### config.mk
export PLATFORM = sky130hd
export DESIGN_NAME = uart_rom_loader_flat
export DESIGN_NICKNAME = d
export VERILOG_FILES = /design/src/rtl/uart_rom_loader_if.sv /design/src/rtl/uart_rom_loader.sv /design/src/flat_wrapper.sv
export SDC_FILE = /design/constraint.sdc
export NUM_CORES = 1
export LEC_CHECK = 0
export BUFFER_PORTS_ARGS = -buffer_cell sky130_fd_sc_hd__buf_4
export CAP_MARGIN = 20
export CORE_ASPECT_RATIO = 1.2
export CORE_MARGIN = 3
export CORE_UTILIZATION = 35
export CTS_CLUSTER_DIAMETER = 30
export CTS_CLUSTER_SIZE = 14
export DETAILED_ROUTE_END_ITERATION = 8
export PLACE_DENSITY_LB_ADDON = 0.2
export SYNTH_ARGS = -nofsm -noshare
export SYNTH_HDL_FRONTEND = slang
export SYNTH_SLANG_ARGS = --single-unit
### constraint.sdc
create_clock -name clk -period 2 [get_ports clk]
set_input_delay 0.4 -clock clk [delete_from_list [all_inputs] [get_ports clk]]
set_output_delay 0.4 -clock clk [all_outputs]
set_load 0.03 [all_outputs]
### src/rtl/uart_rom_loader_if.sv
// ROM write port and loader status, driven by uart_rom_loader (master).
interface uart_rom_loader_if #(
  parameter int unsigned ADDR_W = 10
);
  logic              wr_en;
  logic [ADDR_W-1:0] wr_addr;
  logic [31:0]       wr_data;
  logic              busy;
  logic              done;
  logic              err;

  modport master (output wr_en, wr_addr, wr_data, busy, done, err);
  modport slave  (input  wr_en, wr_addr, wr_data, busy, done, err);
endinterface

### src/rtl/uart_rom_loader.sv
// UART boot loader: receives a length-prefixed little-endian word image on
// uart_rx (8N1, LSB first) and writes it into instruction ROM from address 0.
// Optional macro UART_ROM_LOADER_CHECKSUM_EN: a trailing XOR checksum byte
// over all payload bytes is required and verified before done.
module uart_rom_loader #(
  parameter int unsigned WAIT   = 868,
  parameter int unsigned ADDR_W = 10
) (
  input  logic                clk,
  input  logic                reset,
  input  logic                uart_rx,
  uart_rom_loader_if.master   bus
);

  localparam int unsigned CNT_W  = $clog2(WAIT);
  localparam int unsigned HALF   = WAIT / 2;
  localparam int unsigned CAP    = 1 << ADDR_W;
  localparam int unsigned WCNT_W = ADDR_W + 1;

  typedef enum logic [1:0] {RX_IDLE, RX_START, RX_DATA, RX_STOP} rx_state_t;

  typedef enum logic [2:0] {
    LD_IDLE, LD_LEN_LO, LD_LEN_HI, LD_PAYLOAD, LD_DONE, LD_ERROR
`ifdef UART_ROM_LOADER_CHECKSUM_EN
    , LD_CHECK
`endif
  } ld_state_t;

`ifdef UART_ROM_LOADER_CHECKSUM_EN
  localparam ld_state_t LD_END = LD_CHECK;
`else
  localparam ld_state_t LD_END = LD_DONE;
`endif

  // ---------------- input synchronizer ----------------
  logic rx_s1, rx_s2, rx_s3;
  logic rx_fall_c;

  // two-flop synchronizer plus one delay stage for edge detection
  always_ff @(posedge clk or negedge reset) begin
    if (!reset) begin
      rx_s1 <= 1'b1;
      rx_s2 <= 1'b1;
      rx_s3 <= 1'b1;
    end else begin
      rx_s1 <= uart_rx;
      rx_s2 <= rx_s1;
      rx_s3 <= rx_s2;
    end
  end

  assign rx_fall_c = rx_s3 & ~rx_s2;

  // ---------------- byte receiver ----------------
  rx_state_t        rx_state, rx_next;
  logic [CNT_W-1:0] bit_cnt;
  logic [2:0]       bit_idx;
  logic [7:0]       rx_shift;
  logic             tick_half_c, tick_full_c;
  logic             start_ok_c, byte_valid_c, frame_err_c;

  assign tick_half_c = (bit_cnt == CNT_W'(HALF - 1));
  assign tick_full_c = (bit_cnt == CNT_W'(WAIT - 1));

  // receiver state register
  always_ff @(posedge clk or negedge reset) begin
    if (!reset) rx_state <= RX_IDLE;
    else        rx_state <= rx_next;
  end

  // receiver next state: mid-bit sampling, glitch rejection in START
  always_comb begin
    rx_next = rx_state;
    case (rx_state)
      RX_IDLE:  if (rx_fall_c) rx_next = RX_START;
      RX_START: if (tick_half_c) rx_next = rx_s2 ? RX_IDLE : RX_DATA;
      RX_DATA:  if (tick_full_c && (bit_idx == 3'd7)) rx_next = RX_STOP;
      RX_STOP:  if (tick_full_c) rx_next = RX_IDLE;
      default:  rx_next = RX_IDLE;
    endcase
  end

  // receiver event strobes
  always_comb begin
    start_ok_c   = 1'b0;
    byte_valid_c = 1'b0;
    frame_err_c  = 1'b0;
    if (rx_state == RX_START && tick_half_c && !rx_s2) start_ok_c = 1'b1;
    if (rx_state == RX_STOP && tick_full_c) begin
      byte_valid_c = rx_s2;
      frame_err_c  = ~rx_s2;
    end
  end

  // bit-period counter, bit index and LSB-first shift register
  always_ff @(posedge clk or negedge reset) begin
    if (!reset) begin
      bit_cnt  <= '0;
      bit_idx  <= '0;
      rx_shift <= 8'hFF;
    end else begin
      case (rx_state)
        RX_START: begin
          bit_idx <= '0;
          bit_cnt <= tick_half_c ? '0 : bit_cnt + CNT_W'(1);
        end
        RX_DATA: begin
          if (tick_full_c) begin
            bit_cnt  <= '0;
            bit_idx  <= bit_idx + 3'd1;
            rx_shift <= {rx_s2, rx_shift[7:1]};
          end else begin
            bit_cnt <= bit_cnt + CNT_W'(1);
          end
        end
        RX_STOP: bit_cnt <= tick_full_c ? '0 : bit_cnt + CNT_W'(1);
        default: bit_cnt <= '0;
      endcase
    end
  end

  // ---------------- image loader ----------------
  ld_state_t         ld_state, ld_next;
  logic [7:0]        len_lo;
  logic [15:0]       len_c;
  logic [WCNT_W-1:0] len_q;
  logic [WCNT_W-1:0] word_cnt;
  logic [31:0]       asm_q, asm_next_c;
  logic [1:0]        byte_idx;
  logic              wr_en_q, busy_q, done_q, err_q;
  logic [ADDR_W-1:0] wr_addr_q;
  logic [31:0]       wr_data_q;
  logic              busy_d, done_d, err_d, wr_fire_c;
`ifdef UART_ROM_LOADER_CHECKSUM_EN
  logic [7:0]        csum_q;
`endif

  assign len_c      = {rx_shift, len_lo};
  assign asm_next_c = {rx_shift, asm_q[31:8]};

  // loader state register
  always_ff @(posedge clk or negedge reset) begin
    if (!reset) ld_state <= LD_IDLE;
    else        ld_state <= ld_next;
  end

  // loader next state; DONE/ERROR are only left through reset
  always_comb begin
    ld_next = ld_state;
    case (ld_state)
      LD_IDLE:   if (start_ok_c) ld_next = LD_LEN_LO;
      LD_LEN_LO: begin
        if (frame_err_c)       ld_next = LD_ERROR;
        else if (byte_valid_c) ld_next = LD_LEN_HI;
      end
      LD_LEN_HI: begin
        if (frame_err_c) begin
          ld_next = LD_ERROR;
        end else if (byte_valid_c) begin
          if (len_c == 16'd0)          ld_next = LD_END;
          else if (32'(len_c) > CAP)   ld_next = LD_ERROR;
          else                         ld_next = LD_PAYLOAD;
        end
      end
      LD_PAYLOAD: begin
        if (frame_err_c)                       ld_next = LD_ERROR;
        else if (wr_en_q && (word_cnt == len_q)) ld_next = LD_END;
      end
`ifdef UART_ROM_LOADER_CHECKSUM_EN
      LD_CHECK: begin
        if (frame_err_c)       ld_next = LD_ERROR;
        else if (byte_valid_c) ld_next = (rx_shift == csum_q) ? LD_DONE : LD_ERROR;
      end
`endif
      LD_DONE:   ld_next = LD_DONE;
      LD_ERROR:  ld_next = LD_ERROR;
      default:   ld_next = LD_ERROR;
    endcase
  end

  // loader outputs, decoded from the next state so they register with it
  always_comb begin
    busy_d    = 1'b0;
    done_d    = 1'b0;
    err_d     = 1'b0;
    wr_fire_c = 1'b0;
    case (ld_next)
      LD_LEN_LO, LD_LEN_HI, LD_PAYLOAD: busy_d = 1'b1;
`ifdef UART_ROM_LOADER_CHECKSUM_EN
      LD_CHECK:                         busy_d = 1'b1;
`endif
      LD_DONE:                          done_d = 1'b1;
      LD_ERROR:                         err_d  = 1'b1;
      default:                          ;
    endcase
    wr_fire_c = (ld_state == LD_PAYLOAD) && byte_valid_c && (byte_idx == 2'd3);
  end

  // length capture, word assembly, write port and status registers
  always_ff @(posedge clk or negedge reset) begin
    if (!reset) begin
      len_lo    <= '0;
      len_q     <= '0;
      word_cnt  <= '0;
      asm_q     <= '0;
      byte_idx  <= '0;
      wr_en_q   <= 1'b0;
      wr_addr_q <= '0;
      wr_data_q <= '0;
      busy_q    <= 1'b0;
      done_q    <= 1'b0;
      err_q     <= 1'b0;
`ifdef UART_ROM_LOADER_CHECKSUM_EN
      csum_q    <= '0;
`endif
    end else begin
      busy_q  <= busy_d;
      done_q  <= done_d;
      err_q   <= err_d;
      wr_en_q <= wr_fire_c;
      if (ld_state == LD_LEN_LO && byte_valid_c) len_lo <= rx_shift;
      if (ld_state == LD_LEN_HI && byte_valid_c) len_q  <= WCNT_W'(len_c);
      if (ld_state == LD_PAYLOAD && byte_valid_c) begin
        asm_q    <= asm_next_c;
        byte_idx <= byte_idx + 2'd1;
`ifdef UART_ROM_LOADER_CHECKSUM_EN
        csum_q   <= csum_q ^ rx_shift;
`endif
      end
      if (wr_fire_c) begin
        wr_addr_q <= ADDR_W'(word_cnt);
        wr_data_q <= asm_next_c;
        word_cnt  <= word_cnt + WCNT_W'(1);
      end
    end
  end

  assign bus.wr_en   = wr_en_q;
  assign bus.wr_addr = wr_addr_q;
  assign bus.wr_data = wr_data_q;
  assign bus.busy    = busy_q;
  assign bus.done    = done_q;
  assign bus.err     = err_q;

endmodule
### src/flat_wrapper.sv
// flat-port wrapper written by rule: the top's interface ports become plain ports
module uart_rom_loader_flat 
#(
  parameter int unsigned WAIT   = 868,
  parameter int unsigned ADDR_W = 10
)
  (clk, reset, uart_rx, bus_wr_en, bus_wr_addr, bus_wr_data, bus_busy, bus_done, bus_err);
  uart_rom_loader_if #(.ADDR_W(ADDR_W)) bus_i ();
  input  logic clk;
  input  logic reset;
  input  logic uart_rx;
  output wire logic [$bits(bus_i.wr_en)-1:0] bus_wr_en;
  output wire logic [$bits(bus_i.wr_addr)-1:0] bus_wr_addr;
  output wire logic [$bits(bus_i.wr_data)-1:0] bus_wr_data;
  output wire logic [$bits(bus_i.busy)-1:0] bus_busy;
  output wire logic [$bits(bus_i.done)-1:0] bus_done;
  output wire logic [$bits(bus_i.err)-1:0] bus_err;
  assign bus_wr_en = bus_i.wr_en;
  assign bus_wr_addr = bus_i.wr_addr;
  assign bus_wr_data = bus_i.wr_data;
  assign bus_busy = bus_i.busy;
  assign bus_done = bus_i.done;
  assign bus_err = bus_i.err;
  uart_rom_loader #(.WAIT(WAIT), .ADDR_W(ADDR_W)) u_core (.clk(clk), .reset(reset), .uart_rx(uart_rx), .bus(bus_i));
endmodule
==> metrics, run 1 <==
WP data arrival 2340 ps; TritonCTS Sinks 131; initial antenna violation count 0; failing checks negative setup slack; Synth area leader dfrtp_1; Port Buffer Count 48; GPL Wtd Cong 0.855; pin count of the biggest net entering global routing 32; CTS buffer count 17; row count 49; drt wl/cell around 15 µm; critical path buffer and inverter count 0; Final Core Density a little under half; worst slack, placed -63.8 ps; Die H 143 µm; GRT Util Overall 13.6%; TritonCTS clock tree done; drt via density 4.74; clk slew on worst S/H paths ~50 ps; final setup margin -37.5 ps; post-synth top area share 54.5%; slew of the pin with the lowest slew margin 432 ps; post-synthesis cell count 386; period utilisation layout 102%; slowest cell on the critical path or4_1; Ys Warns 0; fin crit period 2040 ps; first-pass GRT wire length ~18 mm; syn avg cell area 14.3 µm²; number of nets with antenna violations after routing 0; #FFs+latches synth between 100 and 150; kind of critical path reg2reg; CTS root buffer clkbuf_16; final setup fails 3; outcome finished, violations left; Setup Skew 5.26 ps; Critical Path, Cell by Cell or4_1 > or4_4 > a21oi_2 > nand3_2 > o21ba_2; Async SR Flop Fraction 100%; vias in the first global route 3579; Max Cap Viol 0; Crit path max-delay family simple AND/OR/NAND/NOR gates; # IOs 49; Worst Hold Class in2reg; Mapped Nets about 400; share of layout cells above drive strength 1 53.1%; Iter 0 DRT Violations 166; fmax 0.491 GHz; Worst EP required 2300 ps; crit-path max FO 4; VDD IR max approximately 460 µV; placed wire-length estimate about 7.6 mm; Pre-antenna DRT Iters 4; Slew headroom 71.2%; number of flops mapped to enable cells by yosys 0; final global-route overflow total 0; core footprint roughly 15000 µm²; Starting Density 36.3%; P per Cell Area 837 nW/µm²; post-synthesis to final-layout area growth 32.0%; drt drc 0; top_reg_cell synth dfrtp_1; Mapped Area 5510 µm²; CTS Buffer Depth 2; antenna cells 0; Final Hold Vio Count 0; Die ar. about 17000 µm²; Worst setup EP type register; via count 3387; setup repair after global routing missed its margin yes; CP peak stage delay 570 ps; H-tree depth 4; Seq/Total Area, Yosys between 50% and 60%; Max Transition Viols Final 0; synth top area cells dfrtp_1 (54%), mux2_2 (17%), dfstp_2 (5.2%), xnor2_1 (4.0%), mux2_4 (2.7%); routed wire length 10.8 mm; Die X-Extent 121 µm; leakage power 3.62 nW; Final nets 506; CP startpoint kind register; Yosys cell types 49; Clk Latency, worst-skew pair 420 ps
-- state kept, by name, indices dropped and copies added, names as in the netlist, 2 cells and up, named ones only --
register,count
u_core.byte_idx,2
u_core.bus.wr_data,32
u_core.bit_cnt,10
u_core.bit_idx,3
u_core.word_cnt,11
u_core.asm_q,24
u_core.bus.wr_addr,10
u_core.len_q,11
u_core.ld_state,3
u_core.len_lo,8
u_core.rx_shift,8
-- cells by family (layout without fill, tap and decap cells) --
logic type / after synthesis / count (layout) / synth area share [%]
flip-flops: 131 / 131 / 59.7
multiplexers: 96 / 96 / 20.3
AND/OR/NAND/NOR: 87 / 87 / 9.35
XOR/XNOR: 31 / 31 / 4.92
AO/OA/AOI/OAI: 19 / 19 / 2.70
buffers and inverters: 16 / 140 / 1.70
adder cells (fa/ha/maj): 6 / 6 / 1.36
-- area by class of cell --
class | instances | area, µm²
Clock buffer | 20 | 467
Clock inverter | 12 | 108
Fill cell | 1381 | 7930
Inverter | 3 | 11.3
Multi-Input combinational cell | 239 | 2260
Sequential cell | 131 | 3290
Tap cell | 204 | 255
Timing Repair Buffer | 105 | 886
-- metal layers --
metal  track usage [%]  wire length [µm]  vias to the layer above  share of wire (%)
met2              22.7              5460                       51                 50
li1                  -                 -                     1609                  -
met1              16.3              4730                     1704                 44
met4              6.80               264                        0                2.4
met5                 0                 0                        -                  0
met3              3.90               375                       23                3.5
-- path summary, 6_finish.rpt --
check                              startpoint          endpoint  slack [ps]  cells after the start
max                        u_core.rx_shift[7]   u_core.bus.busy         -40                      5
min                                   uart_rx      u_core.rx_s1          90                      1
max reg2reg                u_core.rx_shift[7]   u_core.bus.busy         -40                      5
min reg2reg                      u_core.rx_s1      u_core.rx_s2         360                      0
max in group asynchronous               reset      u_core.rx_s2         900                      3
min in group asynchronous               reset  u_core.asm_q[30]         460                      2
-- placed cells by master (no fill, tap or decap), types with 2 or more instances in the layout --
cell type   count
a21oi_1         2
a22o_1          3
and3_1          5
and4_1          2
buf_12          7
buf_4          95
buf_6           2
clkbuf_16      17
clkbuf_8        3
clkinv_2        3
clkinv_4        2
clkinvlp_4      6
dfrtp_1       120
dfstp_2        11
ha_1            5
inv_1           3
mux2_2         85
mux2_4         10
nand2_1        17
nand3_1         7
nand4_1         7
nor2_1         17
nor2_2          3
nor2b_1         2
nor3_1          2
nor3b_1         2
nor4_2          2
o21ai_0         3
or3_1           2
or4_4           3
xnor2_1        25
xor2_1          5
-- cells in the mapped netlist, types with 2 or more instances --
| library cell | count |
|---|---|
| and4_1 | 2 |
| nand4_1 | 7 |
| ha_1 | 6 |
| or3_1 | 2 |
| nand2_1 | 17 |
| xor2_1 | 6 |
| nor3b_1 | 2 |
| nor2_1 | 20 |
| and3_1 | 6 |
| a22o_1 | 3 |
| nor3_1 | 2 |
| clkbuf_1 | 3 |
| nor2b_1 | 2 |
| dfrtp_1 | 120 |
| or4_1 | 3 |
| mux2_4 | 10 |
| buf_2 | 6 |
| a21oi_1 | 3 |
| nor4_1 | 3 |
| o21ai_0 | 4 |
| and2_1 | 2 |
| dfstp_2 | 11 |
| mux2_2 | 85 |
| buf_6 | 3 |
| inv_1 | 3 |
| nand3_1 | 8 |
| xnor2_1 | 25 |
-- repair_timing --
action / CTS / global route
setup buffers: 1 / 3
pin swaps: 2 / 1
resized for setup: 7 / 14
hold endpoints to repair: 18 / 0
hold buffers: 1 / 0
endpoints found under the setup margin: 14 / 55
-- per-stage QoR --
| step | setup TNS, ps | cell area, µm² | std cells | hold slack (ps) | power [W] |
|---|---|---|---|---|---|
| 3_5_place_dp | -594 | 6550 | 677 | 355 | 0.00322 |
| 4_1_cts | -15.6 | 7190 | 711 | 69.8 | 0.00620 |
| 2_1_floorplan | -485 | 5560 | 386 | 104 | 0.00302 |
| 3_3_place_gp | -268 | 6550 | 677 | 348 | 0.00320 |
| 5_1_grt | -730 | 7280 | 714 | 71.0 | 0.00638 |
| 6_report | -40.8 | 7280 | 714 | 93.5 | 0.00609 |
-- where the power goes --
group          switching, W  internal (W)
registers         0.0000589       0.00273
logic              0.000197      0.000182
clock network       0.00113       0.00180
total               0.00138       0.00471
Power figures use the tool's default switching activity.
==> run 2, diff against run 1 <==
--- a/config.mk
+++ b/config.mk
@@ -8,12 +8,12 @@
 export BUFFER_PORTS_ARGS = -buffer_cell sky130_fd_sc_hd__buf_4
 export CAP_MARGIN = 20
 export CORE_ASPECT_RATIO = 1.2
-export CORE_MARGIN = 3
+export CORE_MARGIN = 2
 export CORE_UTILIZATION = 35
 export CTS_CLUSTER_DIAMETER = 30
 export CTS_CLUSTER_SIZE = 14
 export DETAILED_ROUTE_END_ITERATION = 8
-export PLACE_DENSITY_LB_ADDON = 0.2
+export PLACE_DENSITY = 0.62
 export SYNTH_ARGS = -nofsm -noshare
 export SYNTH_HDL_FRONTEND = slang
 export SYNTH_SLANG_ARGS = --single-unit
==> run 2 against run 1 <==
  * The run still ends with negative setup slack left
  * Die area decreased by 3.0%
  * Clock power grew 10%
  * Setup slack better by 3.9 ps
  * Combinational power up 11%
  * Fmax increased by 0.19%
  * Critical path depth up 1
  * Final area decreased by 0.38%
  * Sequential power about the same
  * Clock-buffer cell count down 1
  * Clock skew grew 2.1 ps
  * Critical endpoint is now u_core.len_q[8]
  * Largest power group unchanged
==> metrics, run 2 (synthesis gave the netlist of run 1 again) <==
fmax 0.492 GHz; drt drc 0; GPL Wtd Cong 0.764; CTS root buffer clkbuf_16; vias in the first global route between 3000 and 4000; hold_ws 113 ps; CP startpoint kind register; Worst setup EP type register; clk slew on worst S/H paths 60 ps; routed wire length 10.8 mm; TritonCTS Sinks 131; initial antenna violation count 0; pin count of the biggest net entering global routing 49; CTS buffer count 17; Fill cells 1404; P per Cell Area 887 nW/µm²; Port Buffer Count 48; Final Core Density 46.7%; Worst EP required 2280 ps; Max Cap Viol 0; Setup Skew ~7.4 ps; share of layout cells above drive strength 1 ~51%; Die X-Extent 119 µm; Final nets 499; drt via density about 4.8; failing checks negative setup slack; Clk Latency, worst-skew pair 400 ps; antenna cells 0; period utilisation layout 102%; setup repair after global routing missed its margin yes; Iter 0 DRT Violations 215; post-synthesis to final-layout area growth 31.5%; fin crit period between 2000 and 2500 ps; Largest register FFs 32; final setup margin -33.6 ps; H-tree depth 4; kind of critical path reg2reg; CTS Buffer Depth 2; VDD IR max 559 µV; outcome finished, violations left; via count 3382; first-pass GRT wire length 17.7 mm; final global-route overflow total 0; # IOs a little under 50; Pwr Total approximately 0.0064 W; Die ar. 16800 µm²; WP data arrival between 2000 and 2500 ps; number of nets with antenna violations after routing 0; Slew headroom 70.7%; Max Transition Viols Final 0; commonest non-fill, non-tap cells in the layout dfrtp_1 (120), buf_4 (88), mux2_2 (85); core footprint 15500 µm²; leakage power 3.62 nW; drt wl/cell between 15 and 20 µm; placed wire-length estimate 7.47 mm; Die H 141 µm; Worst Hold Class in2reg; TritonCTS clock tree done; Pre-antenna DRT Iters 4; crit-path max FO 5; Final Hold Vio Count 0; GRT Util Overall 13.4%; placed cells around 670; final setup fails 11; row count 50; slew of the pin with the lowest slew margin 439 ps; most common cell after layout, fill and taps aside dfrtp_1; Finished Layout Cells 711; Starting Density 35.5%
run 2: cell types whose count changed in the layout (fill, tap and decap cells not counted), moves of 2 or more:
cell        previous run  this run
clkinvlp_4             6         2
clkbuf_8               3         1
buf_4                 95        88
bufinv_16              1         4
inv_6                  0         2
nor2_1                17        19
run 2: what timing repair did:
item,4_1_cts,5_1_grt
endpoints found under the hold margin,23,0
endpoints found under the setup margin,14,52
hold buffers,1,0
resized for setup,5,7
cloned,0,1
pin swaps,1,3
buffers inserted,1,3
run 2: worst paths after layout:
path                                    from                end  slack, ps  depth (start not counted)
setup / recovery           u_core.bit_cnt[3]    u_core.len_q[8]        -30                          6
hold / removal                       uart_rx       u_core.rx_s1        110                          1
setup reg to reg           u_core.bit_cnt[3]    u_core.len_q[8]        -30                          6
hold reg to reg                 u_core.rx_s1       u_core.rx_s2        360                          0
max in group asynchronous              reset   u_core.len_lo[6]        910                          3
min in group asynchronous              reset  u_core.bit_cnt[0]        490                          2
run 2: area by class of cell:
type | count | area, µm² | area share, %
clock buffers | 19 | 443 | 6.11
clock inverters | 13 | 181 | 2.50
inverters | 3 | 11.3 | 0.155
multi-input cells | 239 | 2210 | 30.5
flip-flops and latches | 131 | 3290 | 45.4
well taps | 208 | 260 | 3.59
repair buffers | 98 | 847 | 11.7
run 2: power breakdown:
| group | internal [W] | switching, W |
|---|---|---|
| registers | 0.00273 | 0.0000567 |
| clock network | 0.00212 | 0.00111 |
| logic | 0.000214 | 0.000206 |
| total | 0.00506 | 0.00137 |
run 2: stage by stage:
step                instance area (µm²)  setup TNS (ps)  setup slack [ps]
CTS                                7170           -32.4             -32.4
global placement                   6490           -92.8             -25.5
finish                             7250            -174             -33.6
floorplan                          5560            -485             -24.2
detailed placement                 6490            -634             -68.2
global route                       7250            -786             -66.7
run 2: per-layer routing:
layer / GRT usage, % / vias up / share of wire [%]
met5: 0 / - / 0
met3: 3.22 / 10 / 2.9
li1: - / 1588 / -
met2: 23.8 / 51 / 53
met4: 5.26 / 0 / 1.1
met1: 15.5 / 1733 / 43
run 2: critical path: stages, from the launching register on:
cell	delay [ps]
dfrtp_1	380
or3b_4	430
or3_4	380
nor2_8	130
nand4_4	120
clkbuf_16	190
mux2_4	290
==> run 3, diff against run 2 <==
--- a/config.mk
+++ b/config.mk
@@ -17,3 +17,4 @@
 export SYNTH_ARGS = -nofsm -noshare
 export SYNTH_HDL_FRONTEND = slang
 export SYNTH_SLANG_ARGS = --single-unit
+export TNS_END_PERCENT = 30
==> run 3 against run 2 <==
  * The flow still finishes with violations (negative setup slack)
  * Cell count up 0.14%
  * Sequential cell count is the same
  * Sequential share of layout area is 0.19 points higher
  * Fmax grew 1.0%
  * Worst hold slack got worse by 19 ps
  * Clock skew barely moved
  * Clock-buffer cell count is 2 lower
  * Critical path type unchanged
  * Critical endpoint is now u_core.bus.busy
  * Highest routed layer unchanged
==> metrics, run 3 (synthesis gave the netlist of run 1 again) <==
CP peak stage delay 530 ps; Iter 0 DRT Violations 180; Die ar. between 15000 and 20000 µm²; Final Hold Vio Count 0; Logic pwr share 6.2%; fin crit period 2010 ps; drt wl/cell 14.7 µm; initial antenna violation count 0; via count 3385; post-route design area 7220 µm²; core footprint 15500 µm²; leakage power approximately 3.6 nW; post-synthesis to final-layout area growth 30.9%; CTS buffer count 17; Placed Area 6490 µm²; Die H between 100 and 150 µm; Net Sw Frac 23.8%; drt via density 4.75; Worst path most repeated cell or4_4; TritonCTS Sinks 131; Min-Delay Path Depth 1; failing checks negative setup slack; Port Buffer Count 48; Pint 0.00465 W; Clk Latency, worst-skew pair 410 ps; Critical Path, Cell by Cell or4_4 > or4_4 > a21oi_2 > nand3_2 > o21ba_4; CP startpoint kind register; GRT Util Overall 13.4%; VDD IR max 364 µV; placed wire-length estimate just over 7 mm; Max Transition Viols Final 0; Fill cells 1410; clock share of power 48.1%; Worst Hold Class in2reg; share of layout cells above drive strength 1 52.4%; Slew headroom 75.6%; Die X-Extent 119 µm; drt drc 0; routed wire length 10.5 mm; Final nets 500; crit-path max FO 4; fmax 0.497 GHz; kind of critical path reg2reg; switching pwr 0.00145 W; vias in the first global route between 3000 and 4000; final setup margin -13.1 ps; Max Cap Viol 0; final setup fails 1; P per Cell Area 845 nW/µm²; number of nets with antenna violations after routing 0; clk slew on worst S/H paths around 60 ps; slew of the pin with the lowest slew margin 366 ps; Pre-antenna DRT Iters 4; Final Core Density 46.5%; Starting Density 35.5%; period utilisation layout 101%; R2R cell count 5; # IOs 49; H-tree depth 4; part of the power in registers 45.6%; Largest register FFs 32; CTS root buffer clkbuf_16; slowest cell on the critical path or4_4; Worst setup EP type register; pin count of the biggest net entering global routing 69; most common cell after layout, fill and taps aside dfrtp_1; final global-route overflow total 0; first-pass GRT wire length 17.6 mm; CTS Buffer Depth 2; row count 50; commonest non-fill, non-tap cells in the layout dfrtp_1 (120), buf_4 (90), mux2_2 (85); Setup Skew 7.10 ps; Worst EP required ~2300 ps; WP data arrival 2320 ps; antenna cells 0; worst slack, placed -137 ps; GPL Wtd Cong 0.794; setup repair after global routing missed its margin yes; outcome finished, violations left; TritonCTS clock tree done; Pwr Total 0.00610 W
run 3: cell count changes in the layout (fill, tap and decap cells not counted), sizes merged:
| cell | before | now |
|---|---|---|
| buf | 96 | 98 |
| bufinv | 4 | 1 |
| clkbuf | 20 | 17 |
| clkinv | 5 | 7 |
| clkinvlp | 2 | 1 |
| inv | 5 | 9 |
run 3: power by group through the flow:
stage	combinational [W]	sequential (W)	clock (W)
after global routing	0.000442	0.00279	0.00315
after CTS	0.000389	0.00279	0.00301
after floorplan	0.000172	0.00285	0
after global placement	0.000372	0.00283	0
after detailed placement	0.000386	0.00283	0
final	0.000381	0.00279	0.00294
run 3: final cells by class:
| type | count | area (µm²) | area share (%) |
|---|---|---|---|
| flip-flops and latches | 131 | 3290 | 45.6 |
| multi-input cells | 239 | 2250 | 31.2 |
| repair buffers | 99 | 828 | 11.5 |
| clock buffers | 17 | 425 | 5.89 |
| well taps | 208 | 260 | 3.60 |
| clock inverters | 15 | 148 | 2.05 |
| inverters | 3 | 11.3 | 0.156 |
run 3: final timing paths:
check,startpoint,slack [ps],endpoint
min reg2reg,u_core.rx_s1,360,u_core.rx_s2
min,uart_rx,90,u_core.rx_s1
max,u_core.rx_shift[3],-10,u_core.bus.busy
min in group asynchronous,reset,350,u_core.bit_cnt[1]
max reg2reg,u_core.rx_shift[3],-10,u_core.bus.busy
max in group asynchronous,reset,1040,u_core.rx_shift[1]
run 3: through the flow:
stage,hold WS (ps),setup TNS [ps],std cells
after floorplan,104,-593,386
after global placement,240,-535,675
after detailed placement,241,-996,675
after CTS,74.5,-48.2,709
after global routing,76.0,-1220,712
final,94.2,-13.1,712
run 3: repair_timing:
action                                 CTS  global route
buffers inserted                         1             3
pin swaps                                3            10
hold buffers                             1             0
setup endpoints to repair               18            49
endpoints found under the hold margin    5             0
gates resized for setup                  9            12
run 3: worst max-delay path, delay by kind of cell (launching register included):
kind | cells | cell delay, ps
and+or+nand+nor | 3 | 1160
AOI/OAI and AO/OA | 2 | 380
DFF | 1 | 370
run 3: routing by layer:
layer	vias up	routed length, µm	track usage, %
li1	1589	-	-
met1	1717	4550	16.6
met2	62	5310	22.1
met3	17	404	3.66
met4	0	216	5.39
met5	-	0	0
